[config.mk]
export PLATFORM = sky130hd
export DESIGN_NAME = endec_result_deframer
export DESIGN_NICKNAME = d
export VERILOG_FILES = /design/src/rtl/endec_result_deframer.sv
export SDC_FILE = /design/constraint.sdc
export NUM_CORES = 2
export LEC_CHECK = 0
export ABC_CLOCK_PERIOD_IN_PS = 13700
export CAP_MARGIN = 20
export CORE_ASPECT_RATIO = 1.5
export CORE_UTILIZATION = 50
export DETAILED_ROUTE_END_ITERATION = 8
export DONT_BUFFER_PORTS = 1
export GPL_TIMING_DRIVEN = 0
export RECOVER_POWER = 100
export SLEW_MARGIN = 10
export SYNTH_ARGS = -nofsm -noshare
export SYNTH_HDL_FRONTEND = slang
export SYNTH_SLANG_ARGS = --single-unit
[constraint.sdc]
create_clock -name sys_clk -period 13.7 [get_ports sys_clk]
set_clock_uncertainty 0.2 [all_clocks]
set_input_delay 1.37 -clock sys_clk [delete_from_list [all_inputs] [get_ports sys_clk]]
set_output_delay 1.37 -clock sys_clk [all_outputs]
set_load 0.01 [all_outputs]
[src/rtl/endec_result_deframer.sv]
// ---------------------------------------------------------------------------
// endec_result_deframer
//
// Collects 11-beat, 64-bit result packets from the encoder/decoder core into
// a 704-bit word. The word is split into the 576-bit encoder result (beats
// 0-8) and the 128-bit decoder result (beats 9-10). Both are held behind a
// valid/ready handshake for the host-side result sink. Delivered results are
// counted.
//
// Build option:
//   ENDEC_DEFRAMER_LEN_CHECK_EN - when defined, packet length is checked
//     against tlast. A short packet is dropped. A long packet is flagged and
//     its tail is drained up to tlast. Either case raises a one-cycle
//     o_len_err pulse. When undefined, tlast is ignored, a packet completes
//     on every 11th accepted beat, and o_len_err is tied low.
//
// Ports:
//   sys_clk         in   clock
//   rst_n           in   synchronous active-low reset
//   s_axis_tdata    in   result beat (DATA_W bits)
//   s_axis_tvalid   in   beat valid
//   s_axis_tlast    in   last beat of packet
//   s_axis_tready   out  beat accept (low while a result is held)
//   o_encoder_data  out  packet bits [575:0]
//   o_decoder_data  out  packet bits [703:576]
//   o_valid         out  result held and valid
//   i_ready         in   sink accepts the held result
//   o_len_err       out  one-cycle pulse on a malformed packet
//   o_pkt_count     out  results delivered (wraps at 16 bits)
// ---------------------------------------------------------------------------
module endec_result_deframer #(
  parameter int DATA_W = 64,
  parameter int BEATS  = 11
) (
  input  logic                          sys_clk,
  input  logic                          rst_n,
  input  logic [DATA_W-1:0]             s_axis_tdata,
  input  logic                          s_axis_tvalid,
  input  logic                          s_axis_tlast,
  output logic                          s_axis_tready,
  output logic [DATA_W*(BEATS-2)-1:0]   o_encoder_data,
  output logic [2*DATA_W-1:0]           o_decoder_data,
  output logic                          o_valid,
  input  logic                          i_ready,
  output logic                          o_len_err,
  output logic [15:0]                   o_pkt_count
);

  localparam int         ENC_BEATS = BEATS - 2;
  localparam logic [3:0] LAST_IDX  = 4'(BEATS - 1);

  typedef enum logic [1:0] {
    COLLECT = 2'd0,
    HOLD    = 2'd1
`ifdef ENDEC_DEFRAMER_LEN_CHECK_EN
    ,
    DRAIN   = 2'd2
`endif
  } state_t;

  state_t state, state_nxt;

  logic [3:0]        beat_cnt, beat_cnt_nxt;
  // Beats 0..BEATS-2 are buffered; the final beat goes straight to the
  // output registers together with the buffer contents.
  logic [DATA_W-1:0] beat_buf [0:BEATS-2];

  logic accept;
  logic buf_wr;
  logic load_result;
  logic pkt_inc;
  logic last_beat;

  assign accept    = s_axis_tvalid && s_axis_tready;
  assign last_beat = (beat_cnt == LAST_IDX);

`ifdef ENDEC_DEFRAMER_LEN_CHECK_EN
  logic len_err_nxt;
`else
  logic unused_tlast;
  assign unused_tlast = s_axis_tlast;
`endif

  always_ff @(posedge sys_clk) begin
    if (!rst_n) begin
      state <= COLLECT;
    end else begin
      state <= state_nxt;
    end
  end

  always_comb begin
    state_nxt     = state;
    beat_cnt_nxt  = beat_cnt;
    s_axis_tready = (state != HOLD);
    buf_wr        = 1'b0;
    load_result   = 1'b0;
    pkt_inc       = 1'b0;
`ifdef ENDEC_DEFRAMER_LEN_CHECK_EN
    len_err_nxt   = 1'b0;
`endif
    case (state)
      COLLECT: begin
        if (accept) begin
          buf_wr       = !last_beat;
          beat_cnt_nxt = beat_cnt + 4'd1;
`ifdef ENDEC_DEFRAMER_LEN_CHECK_EN
          if (last_beat && s_axis_tlast) begin
            load_result  = 1'b1;
            beat_cnt_nxt = 4'd0;
            state_nxt    = HOLD;
          end else if (last_beat) begin
            // Long packet: flag once, then swallow the tail up to tlast.
            len_err_nxt  = 1'b1;
            beat_cnt_nxt = 4'd0;
            state_nxt    = DRAIN;
          end else if (s_axis_tlast) begin
            // Short packet: drop what was collected and start over.
            len_err_nxt  = 1'b1;
            beat_cnt_nxt = 4'd0;
          end
`else
          if (last_beat) begin
            load_result  = 1'b1;
            beat_cnt_nxt = 4'd0;
            state_nxt    = HOLD;
          end
`endif
        end
      end
      HOLD: begin
        if (i_ready) begin
          pkt_inc   = 1'b1;
          state_nxt = COLLECT;
        end
      end
`ifdef ENDEC_DEFRAMER_LEN_CHECK_EN
      DRAIN: begin
        if (accept && s_axis_tlast) begin
          state_nxt = COLLECT;
        end
      end
`endif
      default: begin
        state_nxt    = COLLECT;
        beat_cnt_nxt = 4'd0;
      end
    endcase
  end

  // Beat buffer, counters and result registers. The result registers only
  // load on entry to HOLD and keep their value after the handshake.
  always_ff @(posedge sys_clk) begin
    if (!rst_n) begin
      beat_cnt       <= 4'd0;
      o_encoder_data <= '0;
      o_decoder_data <= '0;
      o_pkt_count    <= 16'd0;
      for (int k = 0; k < BEATS - 1; k++) begin
        beat_buf[k] <= '0;
      end
    end else begin
      beat_cnt <= beat_cnt_nxt;
      if (buf_wr) begin
        beat_buf[beat_cnt] <= s_axis_tdata;
      end
      if (load_result) begin
        for (int k = 0; k < ENC_BEATS; k++) begin
          o_encoder_data[k*DATA_W +: DATA_W] <= beat_buf[k];
        end
        o_decoder_data <= {s_axis_tdata, beat_buf[BEATS-2]};
      end
      if (pkt_inc) begin
        o_pkt_count <= o_pkt_count + 16'd1;
      end
    end
  end

  assign o_valid = (state == HOLD);

`ifdef ENDEC_DEFRAMER_LEN_CHECK_EN
  always_ff @(posedge sys_clk) begin
    if (!rst_n) begin
      o_len_err <= 1'b0;
    end else begin
      o_len_err <= len_err_nxt;
    end
  end
`else
  assign o_len_err = 1'b0;
`endif

endmodule

After elaboration in Yosys (flattened, before gate mapping) --
Memories as Yosys holds them, arrays and structs flattened. A register that Yosys moved wholly into a read port is not among the register bits. Index checks and enable logic that the tools add are counted. Widths: inputs -> output; s select.
Word-level totals: register bits after elaboration 150, bits in writable memories 640, bits of input ports 69, output and inout port bits 723, logic and storage cells 51, memories kept 1
Memory list:
- beat_buf | depth 10, bits a word 64, read ports 10, clocked after Yosys merged registers in 10, write ports 10, line 66 | logic [DATA_W-1:0] beat_buf [0:BEATS-2];
Cells by class: $add $sub $neg 2, equal/unequal tests 6, mux-type cells 21, bitwise logic cells 1, reductions and logical operators 16
Operator list (number):
- $mux 64 | 1
- $reduce_or 64->1 | 1
- $add 16x1->16 const B | 1
- $mux 1 | 12
- $mux 4 | 3
- $logic_not 1->1 | 11
- $pmux 4 s2 | 1
- $mux 2 | 3
- $add 4x1->4 const B | 1
- $eq 4x4->1 const B | 1
- $ne 2x1->1 const B | 2
- $ne 2x2->1 const B | 2
- $pmux 2 s2 | 1
- $reduce_and 3->1 | 1
- $eq 2x1->1 const B | 1
- $logic_not 2->1 | 1
- $reduce_and 2->1 | 1
- $logic_and 1x1->1 | 1
- $not 1->1 | 1

Depth between registers and ports, before layout --
word-level depth 9, depth in mapped cells 9, mapped depth without buffers 6

Worst setup path before layout --
OpenSTA, ideal clock, no wires.
path kind input -> register, from input port rst_n, to memory beat_buf[6][0], enable pin, setup time 0.575 ns, data arrival time 6.616 ns, data required time 12.925 ns, slack 6.309 ns, cell stages on the path 5, cells stage by stage buf_2 nand3b_4 or3_1 buf_6 o21ai_0
RTL lines:
- start, declared | line 36 | input logic rst_n,
- end, declared | line 66

==> key figures <==
Job
  • Max_cap viols: 31

Final layout
  • Share of layout cells above drive strength 1: 5.183%
  • FILL cells: approximately 9000
  • Post-layout util: between 50% and 60%
  • Area Overhead vs Synth: 11.65%
  • Nets: approximately 4800
  • Final std cells w/o fill: between 6000 and 7000

Critical path
  • Crit path DAT: 7230 ps
  • CP endpoint kind: flip-flop
  • Crit Path Category: in -> reg
  • Crit path required time: 13860 ps
  • Crit start category: primary input
  • CP Max Fanout: 19

Global route
  • Antenna violations before repair: 10
  • Vias in the first global route: 33050
  • Largest net degree at the start of global routing: 52
  • GRT Total Usage: around a third
  • Grt total ovfl: 0
  • First-pass GRT wire length: 242.3 mm

Synthesis
  • #FFs+latches synth: 1365
  • Seq/Total Area, Yosys: between 60% and 70%
  • EDFF count, synth: 640
  • Top post-synthesis cells by area: edfxtp_1, dfxtp_1, nand2_1
  • Share of Yosys cell area claimed by the top area cell type: around 38%
  • Post-Syn Nets: around 4700
  • Cell Area, Synth: 50780 µm²
  • Post-Synthesis Cells: around 4600
  • Cell taking the most area after synthesis: edfxtp_1
  • Commonest cells in the synthesized netlist: nand2_1, dfxtp_1, and2_1, edfxtp_1, a21boi_0
  • Most frequent cell after synthesis: nand2_1
  • Netlist cell types: 36
  • Post-synthesis area per instance: 11.02 µm²
  • Most frequently used flop master after synthesis: dfxtp_1
  • Async S/R FF share, synth: 0%
  • YS warnings: 0

Clocking
  • CTS resizes: 0
  • Clk_lat worst skew: ~760 ps
  • Setup Fix Bufs, Post-CTS: 0
  • CTS tree: built
  • Depth of the CTS H-tree: 4
  • Sink Count: ~1400
  • Clock Tree Root: clkbuf_16
  • Hold Buf Count CTS: 0
  • CTS Buffer Depth: 3
  • Worst-path clk slew: approximately 60 ps
  • TritonCTS buffer count: between 100 and 150

Floorplanning
  • Starting Density: approximately half
  • I/O pin cnt: between 700 and 800
  • FP Rows: 142
  • Die Area: just over 100000 µm²
  • Core area: 100200 µm²
  • Die height: 392.3 µm
  • Chip width: between 200 and 300 µm

Routing
  • Drc violations: 0
  • Routed len/inst: 28.09 µm
  • Antenna Violating Nets Remaining: 0
  • WL final: around 170 mm
  • Vias per cell: roughly 5.4
  • Initial drt markers: around 2300
  • DR pass1 iterations: 5
  • Routed via count: between 30000 and 40000

Power and ir drop
  • Power Dens Cells: around 150 nW/µm²
  • Leakage power: between 0.015 and 0.02 µW
  • Worst vdd rail ir drop: about 0.14 mV

Placed design
  • Final Wtd Congestion: 0.8576
  • Dpl cells: 5929
  • PortBufs: 0
  • Dpl hpwl: 126.3 mm

Timing
  • Final critical-path required period: about 7100 ps
  • Slew @ Worst Pin: between 3000 and 4000 ps
  • Final setup fails: 0
  • Final Hold Fails: 0
  • Slew HR: -124.6%
  • Tcrit/Tclk final: between 50% and 60%
  • Total negative setup slack: 0 ps
  • Unrepaired setup endpoints after global routing: no
  • Fin. max-slew vios: around 550
  • F_max: 141.4 MHz

Worst hold path
  • Hold Path Class: reg -> reg

Status
  • Violated checks: capacitance limit, slew limit
  • Outcome: finished with violations
-- layout by cell type, fill, tap and decap left out, types with 11 or more instances in the layout --
cell	instances
clkbuf_8	24
clkinv_2	11
edfxtp_1	640
clkbuf_1	382
buf_4	13
dfxtp_1	725
clkbuf_16	145
and2_1	352
a21boi_1	21
a21boi_0	687
and2_0	300
nor2_1	13
buf_2	43
nand2_1	1420
-- per-stage QoR --
step,hold WS [ps],area [µm²],setup WS [ps],total power [µW]
after floorplan,271.1,50780,6309,4584
after global placement,274.6,52410,1925,4711
after detailed placement,286.3,53050,9051,4714
after CTS,286.5,57470,9854,8384
after global routing,322.4,56680,6324,8528
final,294.0,56700,6628,8336
-- state kept, by name, indices dropped and copies added, names as in the netlist --
| register | count |
|---|---|
| o_decoder_data | 128 |
| o_pkt_count | 16 |
| o_encoder_data | 576 |
| state | 1 |
| beat_cnt | 4 |
| beat_buf | 640 |
-- worst max-delay path, cell delays in order --
cell      delay (ps)
clkbuf_1         280
nand3b_2         150
or3_1            310
clkbuf_1         180
o21ai_0         1930
clkbuf_1        1100
clkbuf_1         990
clkbuf_1         880
-- final cells by class --
class	instances	area [µm²]	area share, %
Antenna cell	7	17.52	0.03089
Buffer	372	1504	2.653
Clock buffer	220	4150	7.320
Clock inverter	28	266.5	0.4700
Inverter	5	18.77	0.03310
Multi-Input combinational cell	2867	15270	26.93
Sequential cell	1365	33730	59.49
Tap cell	1296	1622	2.860
Timing Repair Buffer	24	117.6	0.2074
-- logic make-up (layout without fill, tap and decap cells) --
logic type               count (synthesis)  count (layout)  share of synthesized area [%]
AND/OR/NAND/NOR                       2130            2130                          19.29
flip-flops                            1365            1365                          66.42
AO/OA/AOI/OAI                          718             718                          10.56
buffers and inverters                  377             649                          3.375
XOR/XNOR                                13              13                         0.2242
adder cells (fa/ha/maj)                  3               3                        0.07392
multiplexers                             2               2                        0.03942
other                                    1               8                       0.007384
-- power breakdown --
group	internal [µW]	switching, µW	total, µW
logic	51.3	176	227
registers	4350	24.8	4380
clock network	2130	1600	3730
total	6540	1800	8340
-- per-layer routing --
layer / track usage [%] / share of wire (%) / vias up
met5: 0 / 0 / -
met4: 15.18 / 5.0 / 0
met3: 13.81 / 12 / 305
met2: 57.46 / 49 / 1332
met1: 36.33 / 35 / 16410
li1: - / - / 15430
-- final timing paths --
check	to	from	depth (start not counted)	slack [ps]
min reg2reg	o_encoder_data[523]	beat_buf[8][11]	2	290
max reg2reg	beat_buf[6][36]	state[0]	8	6770
min	o_encoder_data[523]	beat_buf[8][11]	2	290
max	beat_buf[6][36]	rst_n	8	6630
Note: power is estimated with default switching activity, not from simulation.
